`src/rtl/race_state_controller_pkg.sv`:
```
// Shared race definitions: state codes seen by the physics engines and UI,
// winner codes, axis operation codes and the rectangle hit test.
package race_pkg;

  typedef enum logic [2:0] {
    IDLE      = 3'd0,
    SETTING   = 3'd1,
    COUNTDOWN = 3'd3,
    RACING    = 3'd4,
    PAUSE     = 3'd5,
    FINISH    = 3'd6
  } race_state_e;

  typedef enum logic [1:0] {
    WIN_NONE = 2'd0,
    WIN_P1   = 2'd1,
    WIN_P2   = 2'd2,
    WIN_TIE  = 2'd3
  } winner_e;

  // Axis selector used by the physics engines for H/V movement operations.
  typedef enum logic [1:0] {
    HV_OP_NONE = 2'd0,
    HV_OP_H    = 2'd1,
    HV_OP_V    = 2'd2,
    HV_OP_HV   = 2'd3
  } hv_op_e;

  localparam int POS_W = 10;

  function automatic logic in_rect(
    input logic [POS_W-1:0] x,
    input logic [POS_W-1:0] y,
    input logic [POS_W-1:0] x0,
    input logic [POS_W-1:0] x1,
    input logic [POS_W-1:0] y0,
    input logic [POS_W-1:0] y1
  );
    return (x >= x0) && (x <= x1) && (y >= y0) && (y <= y1);
  endfunction

endpackage

```
`src/rtl/race_state_controller_lap_tracker.sv`:
```
// Per-player lap counter: a checkpoint visit arms the player, the next finish
// crossing while armed counts one lap and disarms.
module lap_tracker
  import race_pkg::*;
#(
  parameter int LAPS   = 3,
  parameter int FIN_X0 = 150,
  parameter int FIN_X1 = 170,
  parameter int FIN_Y0 = 0,
  parameter int FIN_Y1 = 60,
  parameter int CHK_X0 = 150,
  parameter int CHK_X1 = 170,
  parameter int CHK_Y0 = 180,
  parameter int CHK_Y1 = 239
) (
  input  logic             clk,
  input  logic             rst,
  input  logic             enable,
  input  logic             clear,
  input  logic [POS_W-1:0] pos_x,
  input  logic [POS_W-1:0] pos_y,
  output logic [2:0]       laps,
  output logic             armed,
  output logic             in_finish
);

  logic [2:0] r_laps;
  logic       r_armed;
  logic       w_in_fin;
  logic       w_in_chk;

  assign w_in_fin = in_rect(pos_x, pos_y, POS_W'(FIN_X0), POS_W'(FIN_X1),
                            POS_W'(FIN_Y0), POS_W'(FIN_Y1));
  assign w_in_chk = in_rect(pos_x, pos_y, POS_W'(CHK_X0), POS_W'(CHK_X1),
                            POS_W'(CHK_Y0), POS_W'(CHK_Y1));

  always_ff @(posedge clk) begin
    if (rst || clear) begin
      r_laps  <= 3'd0;
      r_armed <= 1'b0;
    end else if (enable) begin
      // Disarming on the counting edge keeps finish-line dwell to one lap.
      if (w_in_fin && r_armed) begin
        r_armed <= 1'b0;
        if (r_laps != 3'(LAPS)) r_laps <= r_laps + 3'd1;
      end else if (w_in_chk) begin
        r_armed <= 1'b1;
      end
    end
  end

  assign laps      = r_laps;
  assign armed     = r_armed;
  assign in_finish = w_in_fin;

endmodule

```
`src/rtl/race_state_controller.sv`:
```
// Race sequencer: setup, 3-2-1 countdown, racing with pause, lap counting,
// winner decision and the HUD race-seconds timer.
module race_state_controller
  import race_pkg::*;
#(
  parameter int TICKS_PER_SEC = 100_000_000,
  parameter int LAPS          = 3,
  parameter int FIN_X0        = 150,
  parameter int FIN_X1        = 170,
  parameter int FIN_Y0        = 0,
  parameter int FIN_Y1        = 60,
  parameter int CHK_X0        = 150,
  parameter int CHK_X1        = 170,
  parameter int CHK_Y0        = 180,
  parameter int CHK_Y1        = 239,
  parameter int TIME_MAX      = 999
) (
  input  logic        clk,
  input  logic        rst,
  input  logic        start_pulse,
  input  logic        setting_confirm,
  input  logic        pause_pulse,
  input  logic [9:0]  p1_x,
  input  logic [9:0]  p1_y,
  input  logic [9:0]  p2_x,
  input  logic [9:0]  p2_y,
  output logic [2:0]  state,
  output logic [1:0]  countdown_val,
  output logic [2:0]  p1_laps,
  output logic [2:0]  p2_laps,
  output logic [1:0]  winner,
  output logic [9:0]  race_secs
);

  localparam int TW = (TICKS_PER_SEC > 1) ? $clog2(TICKS_PER_SEC) : 1;
  localparam logic [TW-1:0] TICK_LAST = TW'(TICKS_PER_SEC - 1);

  race_state_e   r_state;
  logic [1:0]    r_cd;
  logic [TW-1:0] r_tick;
  logic [9:0]    r_secs;
  winner_e       r_winner;

  logic       w_tick_wrap;
  logic       w_lap_en;
  logic       w_lap_clr;
  logic [2:0] w_p1_laps;
  logic [2:0] w_p2_laps;
  logic       w_p1_armed;
  logic       w_p2_armed;
  logic       w_p1_in_fin;
  logic       w_p2_in_fin;
  logic       w_p1_done;
  logic       w_p2_done;

  assign w_tick_wrap = (r_tick == TICK_LAST);
  assign w_lap_en    = (r_state == RACING);
  assign w_lap_clr   = ((r_state == SETTING) && setting_confirm) ||
                       ((r_state == FINISH) && start_pulse);

  // A player finishes on the edge its tracker counts the final lap.
  assign w_p1_done = w_lap_en && w_p1_in_fin && w_p1_armed && (w_p1_laps == 3'(LAPS - 1));
  assign w_p2_done = w_lap_en && w_p2_in_fin && w_p2_armed && (w_p2_laps == 3'(LAPS - 1));

  lap_tracker #(
    .LAPS(LAPS), .FIN_X0(FIN_X0), .FIN_X1(FIN_X1), .FIN_Y0(FIN_Y0), .FIN_Y1(FIN_Y1),
    .CHK_X0(CHK_X0), .CHK_X1(CHK_X1), .CHK_Y0(CHK_Y0), .CHK_Y1(CHK_Y1)
  ) u_p1_lap (
    .clk(clk), .rst(rst), .enable(w_lap_en), .clear(w_lap_clr),
    .pos_x(p1_x), .pos_y(p1_y),
    .laps(w_p1_laps), .armed(w_p1_armed), .in_finish(w_p1_in_fin)
  );

  lap_tracker #(
    .LAPS(LAPS), .FIN_X0(FIN_X0), .FIN_X1(FIN_X1), .FIN_Y0(FIN_Y0), .FIN_Y1(FIN_Y1),
    .CHK_X0(CHK_X0), .CHK_X1(CHK_X1), .CHK_Y0(CHK_Y0), .CHK_Y1(CHK_Y1)
  ) u_p2_lap (
    .clk(clk), .rst(rst), .enable(w_lap_en), .clear(w_lap_clr),
    .pos_x(p2_x), .pos_y(p2_y),
    .laps(w_p2_laps), .armed(w_p2_armed), .in_finish(w_p2_in_fin)
  );

  always_ff @(posedge clk) begin
    if (rst) begin
      r_state  <= IDLE;
      r_cd     <= 2'd0;
      r_tick   <= '0;
      r_secs   <= 10'd0;
      r_winner <= WIN_NONE;
    end else begin
      case (r_state)
        IDLE: begin
          if (start_pulse) r_state <= SETTING;
        end
        SETTING: begin
          if (setting_confirm) begin
            r_state  <= COUNTDOWN;
            r_cd     <= 2'd3;
            r_tick   <= '0;
            r_secs   <= 10'd0;
            r_winner <= WIN_NONE;
          end
        end
        COUNTDOWN: begin
          if (w_tick_wrap) begin
            r_tick <= '0;
            if (r_cd == 2'd1) begin
              r_state <= RACING;
              r_cd    <= 2'd0;
            end else begin
              r_cd <= r_cd - 2'd1;
            end
          end else begin
            r_tick <= r_tick + TW'(1);
          end
        end
        RACING: begin
          if (w_tick_wrap) begin
            r_tick <= '0;
            if (r_secs != 10'(TIME_MAX)) r_secs <= r_secs + 10'd1;
          end else begin
            r_tick <= r_tick + TW'(1);
          end
          // Finishing outranks a pause request on the same edge.
          if (w_p1_done || w_p2_done) begin
            r_state <= FINISH;
            if (w_p1_done && w_p2_done) r_winner <= WIN_TIE;
            else if (w_p1_done)         r_winner <= WIN_P1;
            else                        r_winner <= WIN_P2;
          end else if (pause_pulse) begin
            r_state <= PAUSE;
          end
        end
        PAUSE: begin
          if (pause_pulse) r_state <= RACING;
        end
        FINISH: begin
          if (start_pulse) begin
            r_state  <= IDLE;
            r_tick   <= '0;
            r_secs   <= 10'd0;
            r_winner <= WIN_NONE;
          end
        end
        default: r_state <= IDLE;
      endcase
    end
  end

  assign state         = r_state;
  assign countdown_val = r_cd;
  assign p1_laps       = w_p1_laps;
  assign p2_laps       = w_p2_laps;
  assign winner        = r_winner;
  assign race_secs     = r_secs;

endmodule

```
`config.mk`:
```
export PLATFORM = sky130hd
export DESIGN_NAME = race_state_controller
export DESIGN_NICKNAME = d
export VERILOG_FILES = /design/src/rtl/race_state_controller_pkg.sv /design/src/rtl/race_state_controller_lap_tracker.sv /design/src/rtl/race_state_controller.sv
export SDC_FILE = /design/constraint.sdc
export NUM_CORES = 1
export LEC_CHECK = 0
export CORE_MARGIN = 10
export CORE_UTILIZATION = 30
export DETAILED_ROUTE_END_ITERATION = 7
export DONT_BUFFER_PORTS = 1
export PLACE_DENSITY = 0.54
export SETUP_SLACK_MARGIN = 0.3
export SLEW_MARGIN = 20
export SYNTH_ARGS = -nofsm -noshare
export SYNTH_HDL_FRONTEND = slang
export SYNTH_HIERARCHICAL = 1
export SYNTH_SLANG_ARGS = --single-unit
```
`constraint.sdc`:
```
create_clock -name clk -period 5.7 [get_ports clk]
set_input_delay 0.855 -clock clk [delete_from_list [all_inputs] [get_ports clk]]
set_output_delay 0.855 -clock clk [all_outputs]
set_load 0.005 [all_outputs]
```
# Word level (Yosys, flattened, before mapping)
# Index checks and enable logic that the tools add are counted.
# word_totals
output_inout_bits	23
latchBits	0
romBits	0
inputBits	45
regBits	52
elab_cells	120
n_memories	0
ramBits	0
# classes
eq_ne	22
multipliers	0
muxes	32
n_div	0
n_reduce_logical	40
bitwise_logic	0
add_sub_neg	5
n_shift	0
order_cmp	12
# ops
cell	n
$mux 27	3
$pmux 27 s3	1
$ge 10x8->1 const B	4
$le 10x8->1 const B	4
$mux 10	4
$pmux 10 s3	1
$add 27x1->27 const B	1
$eq 27x27->1 const B	1
$mux 3	8
$logic_and 1x1->1	21
$ge 10x1->1 const B	2
$le 10x6->1 const B	2
$pmux 3 s6	1
$mux 2	8
$ne 2x2->1 const B	7
$reduce_and 3->1	4
$add 10x1->10 const B	1
$ne 10x10->1 const B	1
$eq 3x2->1 const B	3
$eq 3x3->1 const B	3
$ne 3x2->1 const B	3
$reduce_and 7->1	1
$add 3x1->3 const B	2
$pmux 2 s3	1
other kinds (14)	24

# Depth between registers and ports, before layout
# logic_depth
depth_word	11
mapped_depth	9
mapped_depth_nobuf	9

# Cells and area by module
# The synthesis kept the hierarchy.
# by_module_without_submodules
mod	seq_area_each_um2	cells_per_inst	area_per_inst_um2	instances
race_state_controller	880.8	278	2341.0	1
lap_tracker	80.1	43	365.4	2

# Worst setup path before layout
# No wires, ideal clock.
# synth_path
path_kind	input to register
start	input port p2_x[1]
end	register r_state[0] (netlist: state[0])
n_path_buf	0
cell_stages	8
setup_time_ns	0.074
t_required_ns	5.626
arrival_time_ns	2.574
slack_ns	3.052
path_cell_list	a211o_1 > o211ai_4 > nor3_1 > nand4b_1 > nor2_1 > or4b_2 > a211o_1 > a31oi_1
# synth_between
elab_chain_cells	10
word_cells_on_any_way	13
classes_between	order compare: 2; eq/ne: 1; mux: 2; reduce/logical: 8
# synth_lines
element	line	text
start: declaration	race_state_controller.sv:25	input logic [9:0] p2_x,
$ge 10x8->1 / $le 10x8->1 (equally long branches)	race_state_controller_pkg.sv:39	return (x >= x0) && (x <= x1) && (y >= y0) && (y <= y1);
$logic_and 1x1->1 (*) (3 in series)	race_state_controller_pkg.sv:39	
via w_p2_in_fin	race_state_controller.sv:52	logic w_p2_in_fin;
$logic_and 1x1->1 (*) (3 in series)	race_state_controller.sv:63	assign w_p2_done = w_lap_en && w_p2_in_fin && w_p2_armed && (w_p2_laps == 3'(LAPS - 1));
$logic_or 1x1->1 (*)	race_state_controller.sv:125	if (w_p1_done || w_p2_done) begin
$ne 3x2->1 (no line) / $mux 3 (equally long branches)	--	
$reduce_and 7->1 (no line) / $pmux 3 s6 (equally long branches)	--	
end signal: assignment	race_state_controller.sv:126	r_state <= FINISH;
end signal: assignment	race_state_controller.sv:131	r_state <= PAUSE;
end signal: assignment	race_state_controller.sv:135	if (pause_pulse) r_state <= RACING;
end: declaration	race_state_controller.sv:38	race_state_e r_state;
# The timed path passes the listed nets; every way through them passes the cells marked *.
# A chain may end at the register's enable or synchronous reset.

# Worst setup path in the final report
# layout_path
start	register r_tick[0]
end	register r_tick[0]
# layout_between
elab_chain_cells	3
word_cells_on_any_way	4
classes_between	add/sub: 1; eq/ne: 1; mux: 2
# layout_lines
element	line	text
start: declaration	race_state_controller.sv:40	logic [TW-1:0] r_tick;
start signal: assignment	race_state_controller.sv:114	r_tick <= r_tick + TW'(1);
start signal: assignment	race_state_controller.sv:122	r_tick <= r_tick + TW'(1);
$add 27x1->27 / $eq 27x27->1 (equally long branches)	race_state_controller.sv:114, race_state_controller.sv:122, race_state_controller.sv:56	
$mux 27 (*)	race_state_controller.sv:105, race_state_controller.sv:118	
$pmux 27 s3 (*)	race_state_controller.sv:91	case (r_state)
# Mark *: on every way between the ends. The rest lies on a longest branch, timed or not.

==> results.cfg <==
[outcome]
status = completed

[clock_network]
clk_latency_ns = 0.31
clkTransAtPathRegs_ns = 0.09
cts_inserted_buffers = 5
cts_hold_buffers = 0
post_cts_buffers = 0
h-tree-depth = 2
cts_tree = yes
clockRootBuffer = clkbuf_8
cts_resized = 0
cts_sinks = 52
clockBufferDepth = 2

[final_layout]
multi_input_area_sq_um = 1950
final_area_sq_um = 3300
final_common_cell = nor2_1
diodes = 0
final_cell_mix = 64 x nor2_1, 52 x dfxtp_1, 32 x nand2_1
drive_above_1_share_pct = 8.24
regArea_sq_um = 1040
nets = 415
synthToLayoutAreaGrowth_pct = 7.33
fillerInstances = 1048

[placed_design]
dpl_cell_area_sq_um = 3200
gp_congestion = 0.778
portBuffers = 0
dp_hpwl_um = 5540
pre_cts_slack_ns = 2.94

[synth]
synth_top_area_cell = dfxtp_1
synth_top_family_by_area = simple AND/OR/NAND/NOR gates
synthFlopType = dfxtp_1
syn_inst = 364
synth_area_leaders = dfxtp_1 34%, nor2_1 7.8%, xor2_1 5.7%
synth_edf_count = 0
synth-xor-area-share_pct = 9.12
syn_area_per_cell_sq_um = 8.44
synth_seq_area_share_pct = 33.9
synth_compound_area_share_pct = 14.0
synth_area_sq_um = 3070
async_flop_share_pct = 0
yosysUniqueCellTypes = 61
yosysTopAreaCellShare_pct = 33.9
ys_ff_latch = 52
synthAdderAreaFrac_pct = 2.85
syn-num-nets = 416
synthMuxAreaShare_pct = 2.97
yosysWarningCount = 6
yosys.area_share.simple_pct = 34.7

[grt]
grt_max_degree = 25
grt_usage_pct = 9.50
grt_pass1_vias = 2370
grt_overflow = 0
grt_pass1_wl_um = 11800
grt_antenna_before_repair = 0

[worst_setup_path]
crit_required_ns = 5.87
path_class = reg2reg
cp-startpoint = r_tick[0]
arrival_ns = 2.69
crit_path_start_kind = flop
end_kind = flop
rr_startpoint = r_tick[0]
crit_fanout = 24

[die]
fp-row-count = 36
coreArea_sq_um = 9860
initial_core_util_pct = 31.1
die-area_sq_um = 14700
die_h_um = 121
io_pins = 68
die_w_um = 121

[sta]
worstMarginPinSlew_ns = 0.784
finalHoldViolations = 0
rsz0062_at_grt = no
slew_violations = 0
min_period_ns = 2.52
setup_violations = 0
setup_tns_ns = 0
relSlewSlack_pct = 47.6
finClkSkew_ns = 0.00976
min_period_over_period_pct = 44.3
fin_ws_ns = 3.18
timing.fmax_ghz = 0.396

[pwr]
vdd.ir_drop.worst_uv = 103
power.static_leakage_nw = 1.07
p_per_area_nw_per_um2 = 200

[route]
drt_iter0_markers = 106
drt_wl_total_um = 7130
via_count = 2531
first_pass_iters = 4
wl_per_cell_um = 14.3
via_per_inst = 5.09
route.antenna.remaining_nets = 0
post-route-drc-count = 0

[worst_hold_path]
hold_path_class = reg2reg
hold_start = u_p2_lap/armed

[job]
max_cap_violations = 0
-- worst paths after layout --
check             slack, ns  cells past startpoint              to
setup reg to reg       3.18                      7       r_tick[0]
setup / recovery       3.18                      7       r_tick[0]
hold / removal         0.49                      2  u_p2_lap/armed
hold reg to reg        0.49                      2  u_p2_lap/armed
-- cell families (layout without fill, tap and decap cells) --
family / count (synthesis) / in the layout
fa+ha+maj: 7 / 7
xor+xnor: 32 / 32
compound gates: 58 / 58
flops: 52 / 52
mux: 9 / 9
buf+inv: 19 / 19
simple gates: 187 / 187
-- layout make-up --
class / count / area share (%)
multi-input combinational: 293 / 59.3
clock inverter: 1 / 0.228
inverter: 11 / 1.25
tap: 133 / 5.05
clock buffer: 7 / 2.62
sequential: 52 / 31.6
-- power by group --
group          switching [mW]  internal, mW
clock network           0.123        0.0990
registers             0.00885         0.367
logic                  0.0393        0.0239
-- per-stage QoR --
step	utilization [%]	power (mW)	hold WS (ns)	std cells
detailed placement	32.5	0.448	0.480	489
global route	33.4	0.692	0.538	497
global placement	32.5	0.448	0.478	489
floorplan	-	0.437	0.449	364
finish	33.4	0.661	0.491	497
CTS	33.4	0.672	0.498	497
-- metal layers --
layer	vias to the layer above	GRT usage, %	share of wire (%)
met5	-	0	0
met4	0	2.01	0.79
met3	8	3.86	11
met2	70	15.0	42
met1	1161	11.9	46
li1	1292	-	-
-- synth_stat cells, drive strengths merged (3+ instances only) --
library cell / count
nor2: 64
dfxtp: 52
nand2: 34
xor2: 20
o21ai: 19
nand3: 18
xnor2: 12
a21oi: 11
inv: 11
nand4: 10
mux2i: 8
nor3: 8
ha: 7
or3: 7
and3: 6
and4: 6
and2: 5
nand2b: 5
nor4b: 5
o211ai: 5
buf: 4
clkbuf: 4
nor4: 4
a211o: 3
nor2b: 3
nor3b: 3
-- registers in the layout (all words and copies together), names as in the netlist --
| name | cells |
|---|---|
| race_secs | 10 |
| countdown_val | 2 |
| u_p1_lap/laps | 3 |
| state | 3 |
| r_tick | 27 |
| winner | 2 |
| u_p2_lap/armed | 1 |
| u_p2_lap/laps | 3 |
| u_p1_lap/armed | 1 |
-- critical path, stage by stage, from the launching register on --
cell and delay [ns]:
dfxtp_1 0.40, ha_1 0.21, and2_1 0.15, nand4_1 0.24
o21ai_1 0.57, nand2_1 0.10, nand2_1 0.60, nor2_1 0.11
(Power assumes the default switching activity.)
